`config.mk`:
```
export PLATFORM = sky130hd
export DESIGN_NAME = serial_word_tx
export DESIGN_NICKNAME = d
export VERILOG_FILES = /design/src/rtl/serial_tx_pkg.sv /design/src/rtl/serial_tx_fifo.sv /design/src/rtl/serial_word_tx.sv
export SDC_FILE = /design/constraint.sdc
export NUM_CORES = 1
export LEC_CHECK = 0
export ABC_AREA = 1
export CAP_MARGIN = 10
export CORE_MARGIN = 4
export CORE_UTILIZATION = 55
export CTS_CLUSTER_SIZE = 25
export DETAILED_ROUTE_END_ITERATION = 10
export PLACE_DENSITY = 0.81
export SLEW_MARGIN = 30
export SYNTH_ARGS = -nofsm -noshare
export SYNTH_HDL_FRONTEND = slang
export SYNTH_SLANG_ARGS = --single-unit
```
`constraint.sdc`:
```
create_clock -name Clock -period 3.15 [get_ports Clock]
set_input_delay 0.63 -clock Clock [delete_from_list [all_inputs] [get_ports Clock]]
set_output_delay 0.63 -clock Clock [all_outputs]
set_load 0.05 [all_outputs]
```
`src/rtl/serial_tx_pkg.sv`:
```
// Shared types and constants for the serial word transmitter.
package serial_tx_pkg;

    typedef enum logic [2:0] {
        ST_IDLE   = 3'd0,
        ST_START  = 3'd1,
        ST_DATA   = 3'd2,
        ST_PARITY = 3'd3,
        ST_STOP   = 3'd4
    } tx_state_e;

    localparam int DATA_BITS            = 8;
    localparam int WORD_BYTES           = 2;
    localparam int WORD_W               = DATA_BITS * WORD_BYTES;
    localparam int DEFAULT_CLKS_PER_BIT = 217;

    localparam logic BYTE_LOW  = 1'b0;
    localparam logic BYTE_HIGH = 1'b1;

    function automatic logic even_parity(input logic [DATA_BITS-1:0] b);
        return ^b;
    endfunction

endpackage

```
`src/rtl/serial_tx_fifo.sv`:
```
// Synchronous word FIFO, depth 2**AW; full/empty are registered from the next count.
module serial_tx_fifo #(
    parameter int AW = 2,
    parameter int DW = 16
) (
    input  logic          Clock,
    input  logic          Reset,
    input  logic          wr,
    input  logic          rd,
    input  logic [DW-1:0] din,
    output logic [DW-1:0] dout,
    output logic [AW:0]   count,
    output logic          full,
    output logic          empty
);

    localparam int DEPTH = 1 << AW;
    localparam int CW    = AW + 1;

    logic [DW-1:0] mem [DEPTH];
    logic [AW-1:0] wptr_q;
    logic [AW-1:0] rptr_q;
    logic [AW:0]   count_q;
    logic [AW:0]   count_d;
    logic          full_q;
    logic          empty_q;

    always_comb begin
        count_d = count_q + CW'(wr) - CW'(rd);
    end

    always_ff @(posedge Clock or negedge Reset) begin
        if (!Reset) begin
            wptr_q  <= '0;
            rptr_q  <= '0;
            count_q <= '0;
            full_q  <= 1'b0;
            empty_q <= 1'b1;
        end else begin
            if (wr) wptr_q <= wptr_q + 1'b1;
            if (rd) rptr_q <= rptr_q + 1'b1;
            count_q <= count_d;
            full_q  <= (count_d == CW'(DEPTH));
            empty_q <= (count_d == '0);
        end
    end

    // Storage needs no reset; contents are only read behind a valid count.
    always_ff @(posedge Clock) begin
        if (wr) mem[wptr_q] <= din;
    end

    assign dout  = mem[rptr_q];
    assign count = count_q;
    assign full  = full_q;
    assign empty = empty_q;

endmodule

```
`src/rtl/serial_word_tx.sv`:
```
// 16-bit word to UART (8N1, low byte first) transmitter with input FIFO.
// Define SERIAL_WORD_TX_PARITY_EN to insert an even parity bit (8E1).
//
// state  | meaning
// IDLE   | line high, pop next word when FIFO not empty
// START  | start bit (low)
// DATA   | 8 data bits, LSB first
// PARITY | even parity of the byte (parity build only)
// STOP   | stop bit (high); low byte loops to START, high byte to IDLE
module serial_word_tx
    import serial_tx_pkg::*;
#(
    parameter int CLKS_PER_BIT = DEFAULT_CLKS_PER_BIT,
    parameter int FIFO_AW      = 2
) (
    input  logic              Clock,
    input  logic              Reset,
    input  logic              SerialWrite,
    input  logic [WORD_W-1:0] SerialData,
    output logic              Tx,
    output logic              Full,
    output logic              Busy,
    output logic              Overflow
);

    localparam int BAUD_W = $clog2(CLKS_PER_BIT);
    localparam int BIT_W  = $clog2(DATA_BITS);
    localparam int CW     = FIFO_AW + 1;

    tx_state_e           state_q, state_d;
    logic [BAUD_W-1:0]   baud_q, baud_d;
    logic [BIT_W-1:0]    bit_q, bit_d;
    logic                sel_q, sel_d;
    logic [WORD_W-1:0]   word_q, word_d;
    logic                tx_q, tx_d;
    logic                busy_q, busy_d;
    logic                ovf_q, ovf_d;

    logic [WORD_W-1:0]    fifo_dout;
    logic [FIFO_AW:0]     fifo_count;
    logic [FIFO_AW:0]     count_d;
    logic                 fifo_full;
    logic                 fifo_empty;
    logic                 pop;
    logic                 wr_ok;
    logic                 baud_done;
    logic [DATA_BITS-1:0] cur_byte;

    // A pop frees a slot in the same cycle, so a write at full is still taken.
    assign pop   = (state_q == ST_IDLE) && !fifo_empty;
    assign wr_ok = SerialWrite && (!fifo_full || pop);

    serial_tx_fifo #(
        .AW (FIFO_AW),
        .DW (WORD_W)
    ) u_fifo (
        .Clock (Clock),
        .Reset (Reset),
        .wr    (wr_ok),
        .rd    (pop),
        .din   (SerialData),
        .dout  (fifo_dout),
        .count (fifo_count),
        .full  (fifo_full),
        .empty (fifo_empty)
    );

    assign baud_done = (baud_q == BAUD_W'(CLKS_PER_BIT - 1));
    assign cur_byte  = (sel_q == BYTE_HIGH) ? word_q[WORD_W-1:DATA_BITS]
                                            : word_q[DATA_BITS-1:0];

    always_comb begin
        state_d = state_q;
        baud_d  = baud_q;
        bit_d   = bit_q;
        sel_d   = sel_q;
        word_d  = word_q;
        unique case (state_q)
            ST_IDLE: begin
                baud_d = '0;
                bit_d  = '0;
                if (pop) begin
                    word_d  = fifo_dout;
                    sel_d   = BYTE_LOW;
                    state_d = ST_START;
                end
            end
            ST_START: begin
                if (baud_done) begin
                    baud_d  = '0;
                    bit_d   = '0;
                    state_d = ST_DATA;
                end else begin
                    baud_d = baud_q + 1'b1;
                end
            end
            ST_DATA: begin
                if (baud_done) begin
                    baud_d = '0;
                    if (bit_q == BIT_W'(DATA_BITS - 1)) begin
`ifdef SERIAL_WORD_TX_PARITY_EN
                        state_d = ST_PARITY;
`else
                        state_d = ST_STOP;
`endif
                    end else begin
                        bit_d = bit_q + 1'b1;
                    end
                end else begin
                    baud_d = baud_q + 1'b1;
                end
            end
            ST_PARITY: begin
                if (baud_done) begin
                    baud_d  = '0;
                    state_d = ST_STOP;
                end else begin
                    baud_d = baud_q + 1'b1;
                end
            end
            ST_STOP: begin
                if (baud_done) begin
                    baud_d = '0;
                    if (sel_q == BYTE_LOW) begin
                        sel_d   = BYTE_HIGH;
                        state_d = ST_START;
                    end else begin
                        state_d = ST_IDLE;
                    end
                end else begin
                    baud_d = baud_q + 1'b1;
                end
            end
            default: begin
                state_d = ST_IDLE;
                baud_d  = '0;
                bit_d   = '0;
            end
        endcase
    end

    // Tx is derived from the next state so the pin itself is a flop output.
    always_comb begin
        tx_d = 1'b1;
        unique case (state_d)
            ST_START:  tx_d = 1'b0;
            ST_DATA:   tx_d = cur_byte[bit_d];
`ifdef SERIAL_WORD_TX_PARITY_EN
            ST_PARITY: tx_d = even_parity(cur_byte);
`endif
            default:   tx_d = 1'b1;
        endcase
    end

    always_comb begin
        count_d = fifo_count + CW'(wr_ok) - CW'(pop);
        busy_d  = (count_d != '0) || (state_d != ST_IDLE);
        ovf_d   = ovf_q || (SerialWrite && !wr_ok);
    end

    always_ff @(posedge Clock or negedge Reset) begin
        if (!Reset) begin
            state_q <= ST_IDLE;
            baud_q  <= '0;
            bit_q   <= '0;
            sel_q   <= BYTE_LOW;
            word_q  <= '0;
            tx_q    <= 1'b1;
            busy_q  <= 1'b0;
            ovf_q   <= 1'b0;
        end else begin
            state_q <= state_d;
            baud_q  <= baud_d;
            bit_q   <= bit_d;
            sel_q   <= sel_d;
            word_q  <= word_d;
            tx_q    <= tx_d;
            busy_q  <= busy_d;
            ovf_q   <= ovf_d;
        end
    end

    assign Tx       = tx_q;
    assign Full     = fifo_full;
    assign Busy     = busy_q;
    assign Overflow = ovf_q;

endmodule

```
==> summary.txt <==
==========================================================================================
Antenna cells                                                                            0
Critical Path Start Type                                                              flop
Data arrival time of the worst path                                                2.97 ns
Number of instances in the synthesized netlist                                         430
Syn Std Cell Area                                                                4610 um^2
Final cycle utilization of the critical path                                         86.5%
Result of the run                                                             finished, final reports clean
Final hold viol count                                                                    0
Relative slew margins                                                                56.9%
Switching Share                                                                      27.1%
Area share of the largest cell type after synthesis                                  41.7%
Clock latency on the worst-skew pair                                               0.36 ns
Max Cap Violations                                                                       0
Die outline height                                                                 99.6 um
Post-synthesis register bit count                                                      107
Total Neg Setup Slack                                                                 0 ns
Max-slew violation count                                                                 0
Top cell by count, worst path                                                 sky130_fd_sc_hd__inv_1
Unrepaired setup endpoints after global routing                                      false
Share of layout cells above drive strength 1                                         9.78%
Slowest CP cell                                                               sky130_fd_sc_hd__dfrtp_1
Post-CTS setup-driven buffer insertion count                                             0
Detailed-placement wirelength estimate                                             5460 um
Cell Count Post-Placement                                                              549
Port Buffer Count                                                                       22
Growth of design area from synthesis to finish                                       11.5%
Max incr delay on CP                                                               0.47 ns
Die Wd                                                                             99.6 um
Remaining DRCs                                                                           0
Net count of the finished layout                                                       484
DR WL/cell                                                                         14.8 um
Dominant cells by area after synthesis                                        sky130_fd_sc_hd__edfxtp_1 42%, sky130_fd_sc_hd__dfrtp_1 22%, sky130_fd_sc_hd__nor2_1 6.5%
CP delay by family, top                                                        adder cells
Number of buffer and inverter instances along the worst setup path                       3
Aggregate global-route resource usage                                                18.1%
Top Ports                                                                               23
Cell internal pwr                                                                  2150 uW
Placer congestion estimate                                                           0.802
Final Critical Period                                                              2.72 ns
Combinational cell fraction of total power                                           13.5%
Synthesized netlist net count                                                          459
Vias in the first global route                                                        2939
Cell leakage power                                                              0.00200 uW
Synth Warn #                                                                             0
Clock tree root buffer cell                                                   sky130_fd_sc_hd__clkbuf_8
Power density over the cells                                                   573 nW/um^2
Clock Skews                                                                      0.0128 ns
Clock sink count                                                                       107
List of cells traversed by the critical path                                  nor3_1, inv_1, nor2_4, inv_1, nand2_1, nand2_2, ha_1, inv_1, ha_1, fa_1, xor2_1, nor3_1, nand3_1
WL final                                                                           8350 um
Sequential Power Share                                                               59.6%
Count of cells resized by post-cts repair                                                0
Die footprint                                                                    9910 um^2
Cts bufs inserted                                                                        9
Netlist cell types                                                                      33
1st-pass router iterations                                                               4
Number of antenna violations at the first check in global routing                        0
Net Sw Power                                                                        799 uW
Pre-CTS worst setup slack                                                         0.297 ns
Number of setup violations in the final report                                           0
Maximum number of pins on one net before global-route repair                            44
Remaining global-route overflow                                                          0
Clock edge transition at the registers on the reported setup and hold paths        0.10 ns
H-Tree Depth                                                                             3
Post-layout instance count excluding filler cells                                      565
Worst R2R Start                                                                 state_q[1]
Peak supply drop                                                                    376 uV
Clock buffer depth                                                                       2
Post-Syn Area per Cell                                                           10.7 um^2
Number of vias per cell after detailed routing                                        5.39
Worst path setup slack after routing                                              0.425 ns
Quantity of hold-fixing buffers added after cts                                          0
Core footprint                                                                   8180 um^2
Antenna-violating nets left                                                              0
Fraction of the yosys area taken by sequential cells                                 65.1%
Via total after detailed routing                                                      3045
Clock share of power                                                                 26.9%
Data required time at the worst endpoint                                           3.40 ns
Prevailing post-synth register cell                                           sky130_fd_sc_hd__edfxtp_1
Worst-margin pin slew                                                             0.646 ns
Type of the worst setup path                                                  flop to flop
Share of async-settable or async-resettable flops after synthesis                    40.2%
Critical-path maximum fanout                                                             8
Sort of element at the end of the critical path                                       flop
Floorplan row count                                                                     33
CTS tree                                                                             built
Yosys top cell by area                                                        sky130_fd_sc_hd__edfxtp_1
FMAX                                                                             0.367 GHz
Initial core utilization                                                             56.4%
Class of the tightest hold or removal check                                   input port to async pin
Worst setup path startpoint                                                     state_q[1]
EDFF count, synth                                                                       64
Global-route wire length before repair                                            14100 um
1st-iter DRT viols                                                                     148
==========================================================================================
==> cells in the final DEF (no fill, tap or decap), types with 4 or more instances in the layout <==
master,synthesis,layout
sky130_fd_sc_hd__nand2_1,42,42
sky130_fd_sc_hd__ha_1,9,9
sky130_fd_sc_hd__a31oi_1,9,9
sky130_fd_sc_hd__xor2_1,6,6
sky130_fd_sc_hd__buf_4,0,7
sky130_fd_sc_hd__inv_2,4,4
sky130_fd_sc_hd__inv_1,39,39
sky130_fd_sc_hd__o21ai_1,6,6
sky130_fd_sc_hd__o22ai_1,8,8
sky130_fd_sc_hd__nor3_1,4,4
sky130_fd_sc_hd__nor2_1,80,80
sky130_fd_sc_hd__edfxtp_1,64,64
sky130_fd_sc_hd__nand3_1,24,24
sky130_fd_sc_hd__dfrtp_1,41,41
sky130_fd_sc_hd__nand2_2,7,7
sky130_fd_sc_hd__a21oi_1,8,8
sky130_fd_sc_hd__clkbuf_8,0,9
sky130_fd_sc_hd__o21ai_0,42,42
sky130_fd_sc_hd__clkdlybuf4s50_1,0,21
==> registers in the layout (all words and copies together), names as in the netlist <==
signal,flops
u_fifo.mem,64
word_q,16
baud_q,8
bit_q,3
state_q,3
u_fifo.count,3
u_fifo.rptr_q,2
u_fifo.wptr_q,2
Busy,1
Overflow,1
Tx,1
sel_q,1
u_fifo.empty,1
u_fifo.full,1
==> cells by family after synthesis <==
logic type / Yosys count / synth area share, %
compound gates: 76 / 9.01
fa+ha+maj: 10 / 2.88
buf+inv: 57 / 4.69
simple gates: 171 / 16.6
flops: 107 / 65.1
xor+xnor: 9 / 1.71
==> synth_stat cells (2+ instances only) <==
master,instances
sky130_fd_sc_hd__nor2_1,80
sky130_fd_sc_hd__nand3_1,24
sky130_fd_sc_hd__nand2_1,42
sky130_fd_sc_hd__xnor2_1,3
sky130_fd_sc_hd__nand2_2,7
sky130_fd_sc_hd__inv_1,39
sky130_fd_sc_hd__nor2_2,2
sky130_fd_sc_hd__inv_2,4
sky130_fd_sc_hd__nor2_4,3
sky130_fd_sc_hd__buf_1,2
sky130_fd_sc_hd__o22ai_1,8
sky130_fd_sc_hd__a31oi_1,9
sky130_fd_sc_hd__ha_1,9
sky130_fd_sc_hd__edfxtp_1,64
sky130_fd_sc_hd__nand4_1,3
sky130_fd_sc_hd__nor3b_1,2
sky130_fd_sc_hd__dfstp_2,2
sky130_fd_sc_hd__nor3_1,4
sky130_fd_sc_hd__xor2_1,6
sky130_fd_sc_hd__o21ai_0,42
sky130_fd_sc_hd__dfrtp_1,41
sky130_fd_sc_hd__clkbuf_1,10
sky130_fd_sc_hd__buf_2,2
sky130_fd_sc_hd__o21ai_1,6
sky130_fd_sc_hd__a21oi_1,8
==> area by class of cell <==
cell class	instances	area, um^2
fillers	631	3040
flip-flops and latches	107	3000
multi-input cells	266	1390
repair buffers	28	263
inverters	43	161
well taps	105	131
clock buffers	9	124
clock inverters	7	66.3
==> metal layers <==
metal / up-vias / global-route usage, % / share of wire (%)
met5: - / 0 / 0
met4: 0 / 4.52 / 0.47
met3: 7 / 3.86 / 4.3
met2: 73 / 31.9 / 53
met1: 1464 / 22.9 / 43
li1: 1501 / - / -
==> stage by stage <==
stage | hold WS [ns] | utilization, % | total power [uW] | instance area (um^2)
3_3_place_gp | 0.448 | 60.5 | 2150 | 4950
6_report | 0.236 | 62.9 | 2950 | 5140
4_1_cts | 0.424 | 62.8 | 2980 | 5140
2_1_floorplan | 0.334 | - | 2020 | 4610
3_5_place_dp | 0.452 | 60.5 | 2200 | 4950
5_1_grt | 0.281 | 62.9 | 3080 | 5140
==> power groups by stage <==
stage / clock (uW) / combinational (uW) / sequential (uW)
after floorplan: 0 / 220 / 1800
after detailed placement: 0 / 407 / 1790
after global routing: 865 / 446 / 1770
after CTS: 813 / 408 / 1760
final: 792 / 397 / 1760
after global placement: 0 / 374 / 1780
==> path summary, 6_finish.rpt <==
path | end | slack [ns] | cells past startpoint
worst max register to register | Busy | 0.43 | 13
worst min-delay path | state_q[2] | 0.24 | 1
worst max-delay path | Busy | 0.43 | 13
max in group asynchronous | word_q[2] | 2.54 | 1
min in group Clock | baud_q[0] | 0.48 | 1
worst min register to register | baud_q[0] | 0.48 | 1
No activity file was read; power rests on OpenSTA's default activity.
